### src/rtl/lcd_pkg.sv
// Shared types and constants for the HD44780-style 4-bit bus receiver.
package lcd_pkg;

   typedef enum logic [1:0] {
      M8    = 2'd0,
      M4_HI = 2'd1,
      M4_LO = 2'd2
   } mode_e;

   localparam logic [7:0] CMD_CLEAR = 8'h01;
   localparam logic [7:0] CMD_HOME  = 8'h02;
   localparam logic [7:0] CMD_ENTRY = 8'h04;
   localparam logic [7:0] CMD_DISP  = 8'h08;
   localparam logic [7:0] CMD_SHIFT = 8'h10;
   localparam logic [7:0] CMD_FUNC  = 8'h20;
   localparam logic [7:0] CMD_CGRAM = 8'h40;
   localparam logic [7:0] CMD_DDRAM = 8'h80;

   localparam logic [6:0] LINE1_BASE = 7'h40;
   localparam logic [6:0] LINE_END   = 7'h27;
   localparam logic [6:0] LINE1_END  = 7'h67;
   localparam logic [7:0] CHAR_SPACE = 8'h20;

   localparam int LCD_RS_BIT = 4;

   // Address lies inside one of the two 40-column line windows.
   function automatic logic ddram_ok(input logic [6:0] a);
      return (a <= LINE_END) || ((a >= LINE1_BASE) && (a <= LINE1_END));
   endfunction

   // Next DDRAM address after a data write; lines wrap into each other.
   function automatic logic [6:0] ddram_step(input logic [6:0] a, input logic up);
      if (up) begin
         if (a == LINE_END)  return LINE1_BASE;
         if (a == LINE1_END) return 7'h00;
         return a + 7'd1;
      end
      if (a == 7'h00)      return LINE1_END;
      if (a == LINE1_BASE) return LINE_END;
      return a - 7'd1;
   endfunction

endpackage

### src/rtl/lcd_rx_deframer.sv
// Turns E/D strobes into bytes and tracks the 8-bit / 4-bit nibble phase.
module lcd_rx_deframer
   import lcd_pkg::*;
(
   input  logic       clk_i,
   input  logic       rst_i,
   input  logic [4:0] lcd_d_i,
   input  logic       lcd_e_i,
   input  logic       busy_i,
   output logic       byte_valid_o,
   output logic       rs_o,
   output logic [7:0] byte_o,
   output logic       m8_o,
   output logic       frame_err_o,
   output logic       busy_err_o,
   output logic       mode4_o
);

   logic       e_q;
   logic [4:0] d_q;
   mode_e      state_q, state_d;
   logic [3:0] hi_q, hi_d;
   logic       hirs_q, hirs_d;
   logic       fall;
   logic       rs;
   logic [7:0] full_byte;

   assign fall      = e_q & ~lcd_e_i;
   assign rs        = d_q[LCD_RS_BIT];
   assign full_byte = {hi_q, d_q[3:0]};
   assign mode4_o   = (state_q != M8);

   // Strobe capture: hold the bus while E is high, remember E for edge detect.
   always_ff @(posedge clk_i or posedge rst_i) begin
      if (rst_i) begin
         e_q <= 1'b0;
         d_q <= '0;
      end else begin
         e_q <= lcd_e_i;
         if (lcd_e_i) d_q <= lcd_d_i;
      end
   end

   // Mode state and pending high nibble.
   always_ff @(posedge clk_i or posedge rst_i) begin
      if (rst_i) begin
         state_q <= M8;
         hi_q    <= '0;
         hirs_q  <= 1'b0;
      end else begin
         state_q <= state_d;
         hi_q    <= hi_d;
         hirs_q  <= hirs_d;
      end
   end

   // Phase FSM; strobes during a clear are rejected without moving the phase.
   always_comb begin
      state_d      = state_q;
      hi_d         = hi_q;
      hirs_d       = hirs_q;
      byte_valid_o = 1'b0;
      rs_o         = rs;
      byte_o       = {d_q[3:0], 4'h0};
      m8_o         = 1'b0;
      frame_err_o  = 1'b0;
      busy_err_o   = 1'b0;
      if (fall) begin
         if (busy_i) begin
            busy_err_o = 1'b1;
         end else begin
            case (state_q)
               M8: begin
                  byte_valid_o = 1'b1;
                  m8_o         = 1'b1;
                  if (!rs && d_q[3:0] == 4'b0010) state_d = M4_HI;
               end
               M4_HI: begin
                  hi_d    = d_q[3:0];
                  hirs_d  = rs;
                  state_d = M4_LO;
               end
               M4_LO: begin
                  state_d = M4_HI;
                  byte_o  = full_byte;
                  if (hirs_q != rs) begin
                     frame_err_o = 1'b1;
                  end else begin
                     byte_valid_o = 1'b1;
                     // function set with DL=1 drops back to 8-bit framing
                     if (!rs && full_byte[7:5] == 3'b001 && full_byte[4]) state_d = M8;
                  end
               end
               default: state_d = M8;
            endcase
         end
      end
   end

endmodule

### src/rtl/lcd_rx_monitor.sv
// LCD bus responder: decodes bytes, tracks controller state, keeps a 2x16 shadow.
module lcd_rx_monitor
   import lcd_pkg::*;
#(
   parameter int CLR_CYCLES = 32
) (
   input  logic       CLK,
   input  logic       RST,
   input  logic [4:0] LCD_D,
   input  logic       LCD_E,
   input  logic [4:0] rd_addr,
   output logic [7:0] rd_data,
   output logic       cmd_valid,
   output logic       cmd_rs,
   output logic [7:0] cmd_byte,
   output logic       char_wr,
   output logic [6:0] ddram_addr,
   output logic       mode4,
   output logic       two_line,
   output logic       display_on,
   output logic       cursor_on,
   output logic       blink_on,
   output logic       incr,
   output logic       busy,
   output logic       proto_err
);

   localparam int CW = $clog2(CLR_CYCLES + 1);

   logic          byte_valid, rs, m8, frame_err, busy_err;
   logic [7:0]    rx_byte;
   logic [6:0]    addr_q, addr_d;
   logic          two_q, two_d, disp_q, disp_d, cur_q, cur_d, blink_q, blink_d, incr_q, incr_d;
   logic          cv_q, cv_d, crs_q, crs_d, cw_q, cw_d, perr_q, perr_d, busy_q;
   logic [7:0]    cbyte_q, cbyte_d, rd_q;
   logic [CW-1:0] clr_cnt_q;
   logic          clr_start;
   logic          wr_en;
   logic [4:0]    wr_idx;
   logic [7:0]    wr_dat;
   logic [7:0]    mem [32];

   lcd_rx_deframer u_deframer (
      .clk_i       (CLK),
      .rst_i       (RST),
      .lcd_d_i     (LCD_D),
      .lcd_e_i     (LCD_E),
      .busy_i      (busy_q),
      .byte_valid_o(byte_valid),
      .rs_o        (rs),
      .byte_o      (rx_byte),
      .m8_o        (m8),
      .frame_err_o (frame_err),
      .busy_err_o  (busy_err),
      .mode4_o     (mode4)
   );

   // Byte decode, address advance and buffer write selection.
   always_comb begin
      addr_d    = addr_q;
      two_d     = two_q;
      disp_d    = disp_q;
      cur_d     = cur_q;
      blink_d   = blink_q;
      incr_d    = incr_q;
      cv_d      = 1'b0;
      cw_d      = 1'b0;
      crs_d     = crs_q;
      cbyte_d   = cbyte_q;
      perr_d    = frame_err | busy_err;
      clr_start = 1'b0;
      wr_en     = 1'b0;
      wr_idx    = {addr_q[6], addr_q[3:0]};
      wr_dat    = rx_byte;
      if (byte_valid) begin
         cv_d    = 1'b1;
         crs_d   = rs;
         cbyte_d = rx_byte;
         if (m8) begin
            // 8-bit phase only honours function set
            if (!rs && rx_byte[7:5] == 3'b001) two_d = rx_byte[3];
         end else if (!rs) begin
            if (|(rx_byte & CMD_DDRAM)) begin
               if (ddram_ok(rx_byte[6:0])) addr_d = rx_byte[6:0];
               else                        perr_d = 1'b1;
            end else if (|(rx_byte & CMD_CGRAM)) begin
            end else if (|(rx_byte & CMD_FUNC)) begin
               two_d = rx_byte[3];
            end else if (|(rx_byte & CMD_SHIFT)) begin
            end else if (|(rx_byte & CMD_DISP)) begin
               {disp_d, cur_d, blink_d} = rx_byte[2:0];
            end else if (|(rx_byte & CMD_ENTRY)) begin
               incr_d = rx_byte[1];
            end else if (|(rx_byte & CMD_HOME)) begin
               addr_d = '0;
            end else if (|(rx_byte & CMD_CLEAR)) begin
               addr_d    = '0;
               incr_d    = 1'b1;
               clr_start = 1'b1;
            end
         end else begin
            // columns 0..15 of either line are visible
            if (addr_q[5:4] == 2'b00) begin
               wr_en = 1'b1;
               cw_d  = 1'b1;
            end
            addr_d = ddram_step(addr_q, incr_q);
         end
      end
      // a clear owns the write port; data strobes are rejected while busy
      if (busy_q && clr_cnt_q < CW'(32)) begin
         wr_en  = 1'b1;
         wr_idx = clr_cnt_q[4:0];
         wr_dat = CHAR_SPACE;
      end
   end

   // Controller state, event pulses and the clear sequencer.
   always_ff @(posedge CLK or posedge RST) begin
      if (RST) begin
         addr_q    <= '0;
         two_q     <= 1'b0;
         disp_q    <= 1'b0;
         cur_q     <= 1'b0;
         blink_q   <= 1'b0;
         incr_q    <= 1'b1;
         cv_q      <= 1'b0;
         crs_q     <= 1'b0;
         cbyte_q   <= '0;
         cw_q      <= 1'b0;
         perr_q    <= 1'b0;
         busy_q    <= 1'b0;
         clr_cnt_q <= '0;
         rd_q      <= '0;
      end else begin
         addr_q  <= addr_d;
         two_q   <= two_d;
         disp_q  <= disp_d;
         cur_q   <= cur_d;
         blink_q <= blink_d;
         incr_q  <= incr_d;
         cv_q    <= cv_d;
         crs_q   <= crs_d;
         cbyte_q <= cbyte_d;
         cw_q    <= cw_d;
         perr_q  <= perr_d;
         if (clr_start) begin
            busy_q    <= 1'b1;
            clr_cnt_q <= '0;
         end else if (busy_q) begin
            if (clr_cnt_q == CW'(CLR_CYCLES - 1)) busy_q <= 1'b0;
            clr_cnt_q <= clr_cnt_q + CW'(1);
         end
         rd_q <= (wr_en && wr_idx == rd_addr) ? wr_dat : mem[rd_addr];
      end
   end

   // Shadow buffer storage; deliberately not reset.
   always_ff @(posedge CLK) begin
      if (wr_en) mem[wr_idx] <= wr_dat;
   end

   assign rd_data    = rd_q;
   assign cmd_valid  = cv_q;
   assign cmd_rs     = crs_q;
   assign cmd_byte   = cbyte_q;
   assign char_wr    = cw_q;
   assign ddram_addr = addr_q;
   assign two_line   = two_q;
   assign display_on = disp_q;
   assign cursor_on  = cur_q;
   assign blink_on   = blink_q;
   assign incr       = incr_q;
   assign busy       = busy_q;
   assign proto_err  = perr_q;

endmodule

### config.mk
export PLATFORM = sky130hd
export DESIGN_NAME = lcd_rx_monitor
export DESIGN_NICKNAME = d
export VERILOG_FILES = /design/src/rtl/lcd_pkg.sv /design/src/rtl/lcd_rx_deframer.sv /design/src/rtl/lcd_rx_monitor.sv
export SDC_FILE = /design/constraint.sdc
export NUM_CORES = 1
export LEC_CHECK = 0
export CAP_MARGIN = 20
export CORE_UTILIZATION = 50
export CTS_CLUSTER_DIAMETER = 60
export DETAILED_ROUTE_END_ITERATION = 6
export PLACE_DENSITY = 0.67
export SKIP_LAST_GASP = 1
export SLEW_MARGIN = 10
export SYNTH_ARGS = -nofsm -noshare
export SYNTH_HDL_FRONTEND = slang
export SYNTH_HIERARCHICAL = 1
export SYNTH_SLANG_ARGS = --single-unit
### constraint.sdc
create_clock -name CLK -period 4.5 [get_ports CLK]
set_input_delay 0.45 -clock CLK [delete_from_list [all_inputs] [get_ports CLK]]
set_output_delay 0.45 -clock CLK [all_outputs]
set_load 0.005 [all_outputs]
==> results.md <==
- Post-CTS setup buffer count: 0
- Slowest-stage cell, CP: nor2_1
- Post-layout net count: 892
- Post-synth top area cell: edfxtp_1
- Row count: 58
- Total GRT Usage: 22.2%
- Synth-to-layout area growth: 15.5%
- Register bit total from synthesis: 308
- Async S/R FF share, synth: 16.9%
- Chip width: 163 µm
- # setup viols final: 0
- FMAX: 290 MHz
- Post-CTS sizing: 0
- Reg2Reg Depth: 7
- Worst r2r src: busy$_DFF_PP0_
- Synth Flop Type: edfxtp_1
- Synthesized area: 12900 µm²
- Starting Density: 51.3%
- Fin Clk Skew: 0.0127 ns
- Final WL: 28400 µm
- Slew HR: 24.2%
- Status: completed
- RePlAce Congestion: 0.841
- Full die area: 26500 µm²
- First-pass GRT wire length: 44100 µm
- Yosys cell types: 64
- # H-tree levels: 1
- Slew Limit Fails: 0
- Leak: 5.16 nW
- Vias per cell: 5.95
- PortBufs: 46
- Syn Inst Count: 804
- DR WL/cell: 23.1 µm
- Share of layout cells above drive strength 1: 18.9%
- Setup TNS: 0 ns
- Top-area cell type share of the netlist area: 59.4%
- Final hold vios: 0
- Total grt overflow: 0
- Mean Syn Cell Area: 16.1 µm²
- Worst-Skew Late Latency: 0.55 ns
- Peak per-stage delay on the critical path: 0.75 ns
- Final worst slack: 1.05 ns
- Top cells by area, synth: edfxtp_1, dfrtp_1, mux4_2, mux2i_1, mux2_2
- Crit path kind: in2reg
- Register area share after synthesis: 69.4%
- Initial DRT Pass Iterations: 5
- Ant. Diodes: 0
- Actual slew at the worst max-slew pin: 1.14 ns
- Core Area: 25300 µm²
- Max-cap viol count: 0
- Worst Setup Start Kind: input pin
- Crit. End Element: flop
- Crit path DAT: 3.64 ns
- Clock Sinks: 308
- I/O pins: 47
- Crit path required time: 4.68 ns
- Hpwl dp: 18700 µm
- Drt drc: 0
- Root Driver: clkbuf_16
- Largest net degree at the start of global routing: 47
- Hold WC Path Type: in2async
- Post-DRT Antenna Nets: 0
- Total power: 6.88 mW
- DP Worst Slack: 0.503 ns
- Total CTS buffers: 31
- CTS tree: yes
- Hold slack final: 0.243 ns
- Synth Warn #: 6
- Syn_nets: 820
- Critical Path, Cell by Cell: clkdlybuf4s50_1, or4b_1, a21oi_1, nor2b_1, and3_1, a32oi_1, nor2_1
- Via count: 7316
- Hold Buf Count CTS: 0
- RSZ-0062 raised after global routing: false
- Crit-path max FO: 9
- CTS max path bufs: 3
- Final period util: 76.7%
- Crit path time final: 3.45 ns
- Die span in y: 163 µm
- VDD IR-drop max: 311 µV
- RR Endpoint: mem[27][7]$_DFFE_PP_
- Vias in the first global route: 7480
- Initial antenna violation count: 0
- Clk slew on worst S/H paths: 0.06 ns
- Initial DRC count: 676
- Pwr/cell area: 460 nW/µm²
- Post-synth EDFFs: 256
- R2R setup slack: 1.10 ns
## kinds of logic (layout without fill, tap and decap cells)
family                     Yosys count  in the layout  share of synthesized area (%)
buffers and inverters               59            155                           2.19
AOI/OAI and AO/OA                  104            104                           5.73
adders and majority gates            3              3                          0.290
and+or+nand+nor                    176            176                           6.60
DFF                                308            308                           69.4
muxes                              139            139                           14.7
xor gates and xnor gates            15             15                           1.01
## routing by layer
layer | routed length [µm] | vias up | global-route usage, %
li1 | - | 3265 | -
met1 | 11900 | 3718 | 30.2
met2 | 14200 | 275 | 37.6
met3 | 1590 | 58 | 2.42
met4 | 768 | 0 | 7.05
met5 | 0 | - | 0
## where the power goes
| group | switching [mW] | internal [mW] |
|---|---|---|
| logic | 0.485 | 0.418 |
| clock network | 1.04 | 1.52 |
| registers | 0.185 | 3.23 |
## sequential cells by signal, indices dropped and copies added, names as in the netlist
signal and cells:
mem 256, cmd_byte 8, rd_data 8, ddram_addr 7, clr_cnt_q 6, u_deframer/d_q 5
u_deframer/hi_q 4, u_deframer/state_q 2, blink_on 1, busy 1, char_wr 1, cmd_rs 1
cmd_valid 1, cursor_on 1, display_on 1, incr 1, proto_err 1, two_line 1
u_deframer/e_q 1, u_deframer/hirs_q 1
## synthesized netlist by cell type (4+ instances only)
| library cell | instances |
|---|---|
| mux2_2 | 21 |
| o22a_1 | 5 |
| o21ai_0 | 13 |
| nor3_1 | 6 |
| nand2_1 | 51 |
| xnor2_1 | 7 |
| nor2_1 | 61 |
| o221ai_1 | 5 |
| inv_1 | 8 |
| nand2b_1 | 5 |
| a22oi_1 | 19 |
| a31oi_1 | 7 |
| and2_1 | 10 |
| o211ai_1 | 4 |
| o22ai_1 | 6 |
| mux4_2 | 36 |
| a221oi_1 | 7 |
| nor3b_1 | 4 |
| mux2_4 | 5 |
| mux2i_1 | 76 |
| dfrtp_1 | 51 |
| nand3_1 | 4 |
| nand4_1 | 6 |
| a31o_2 | 4 |
| clkbuf_1 | 26 |
| buf_2 | 14 |
| nor2b_1 | 7 |
| a21oi_1 | 14 |
| xor2_1 | 8 |
| edfxtp_1 | 256 |
| buf_6 | 5 |
## cell usage in the layout, fill, tap and decap left out, types with 5 or more instances in the layout
master           Yosys  layout
mux4_2              36      36
o21ai_0             13      13
xnor2_1              7       7
nand4_1              6       6
mux2_4               5       5
clkinv_1             1       5
nand2_1             51      51
nor2_1              61      61
mux2_2              21      21
buf_4                2      42
edfxtp_1           256     256
a31oi_1              7       7
o22a_1               5       5
a22oi_1             19      19
clkdlybuf4s50_1      0      44
nor2b_1              7       7
nor3_1               6       6
clkinv_2             0       6
inv_1                8       7
xor2_1               8       8
clkbuf_16            0      35
mux2i_1             76      76
o221ai_1             5       5
and2_1              10      10
nand2b_1             5       5
dfrtp_1             51      51
o22ai_1              6       6
a21oi_1             14      14
a221oi_1             7       7
## per-stage QoR
stage	instances	area (µm²)	util, %
4_1_cts	1230	14900	59.2
3_3_place_gp	1172	13900	55.0
6_report	1230	14900	59.2
2_1_floorplan	804	12900	-
3_5_place_dp	1173	13900	55.1
5_1_grt	1230	14900	59.2
## worst max path at each step
stage                                 to  startpoint  slack, ns
6_report            mem[27][7]$_DFFE_PP_       LCD_E       1.05
5_1_grt              mem[3][2]$_DFFE_PP_       LCD_E       0.83
4_1_cts              mem[7][7]$_DFFE_PP_       LCD_E       1.08
3_5_place_dp         mem[7][0]$_DFFE_PP_       LCD_E       0.50
3_3_place_gp         mem[7][4]$_DFFE_PP_       LCD_E       0.61
2_1_floorplan  ddram_addr[4]$_DFFE_PP0P_       LCD_E       1.31
## critical path, delay by kind of cell
kind,cells,cell delay (ns)
AO/OA/AOI/OAI,2,0.55
buffers and inverters,1,0.58
AND/OR/NAND/NOR,4,2.04
## layout make-up
cell class / instances / area [µm²]
clock buffer: 44 / 947
fill: 1904 / 10300
inverter: 9 / 33.8
sequential: 308 / 8990
multi-input combinational: 437 / 3670
tap: 330 / 413
clock inverter: 13 / 98.8
timing repair buffer: 89 / 796
No activity file was read; power rests on OpenSTA's default activity.
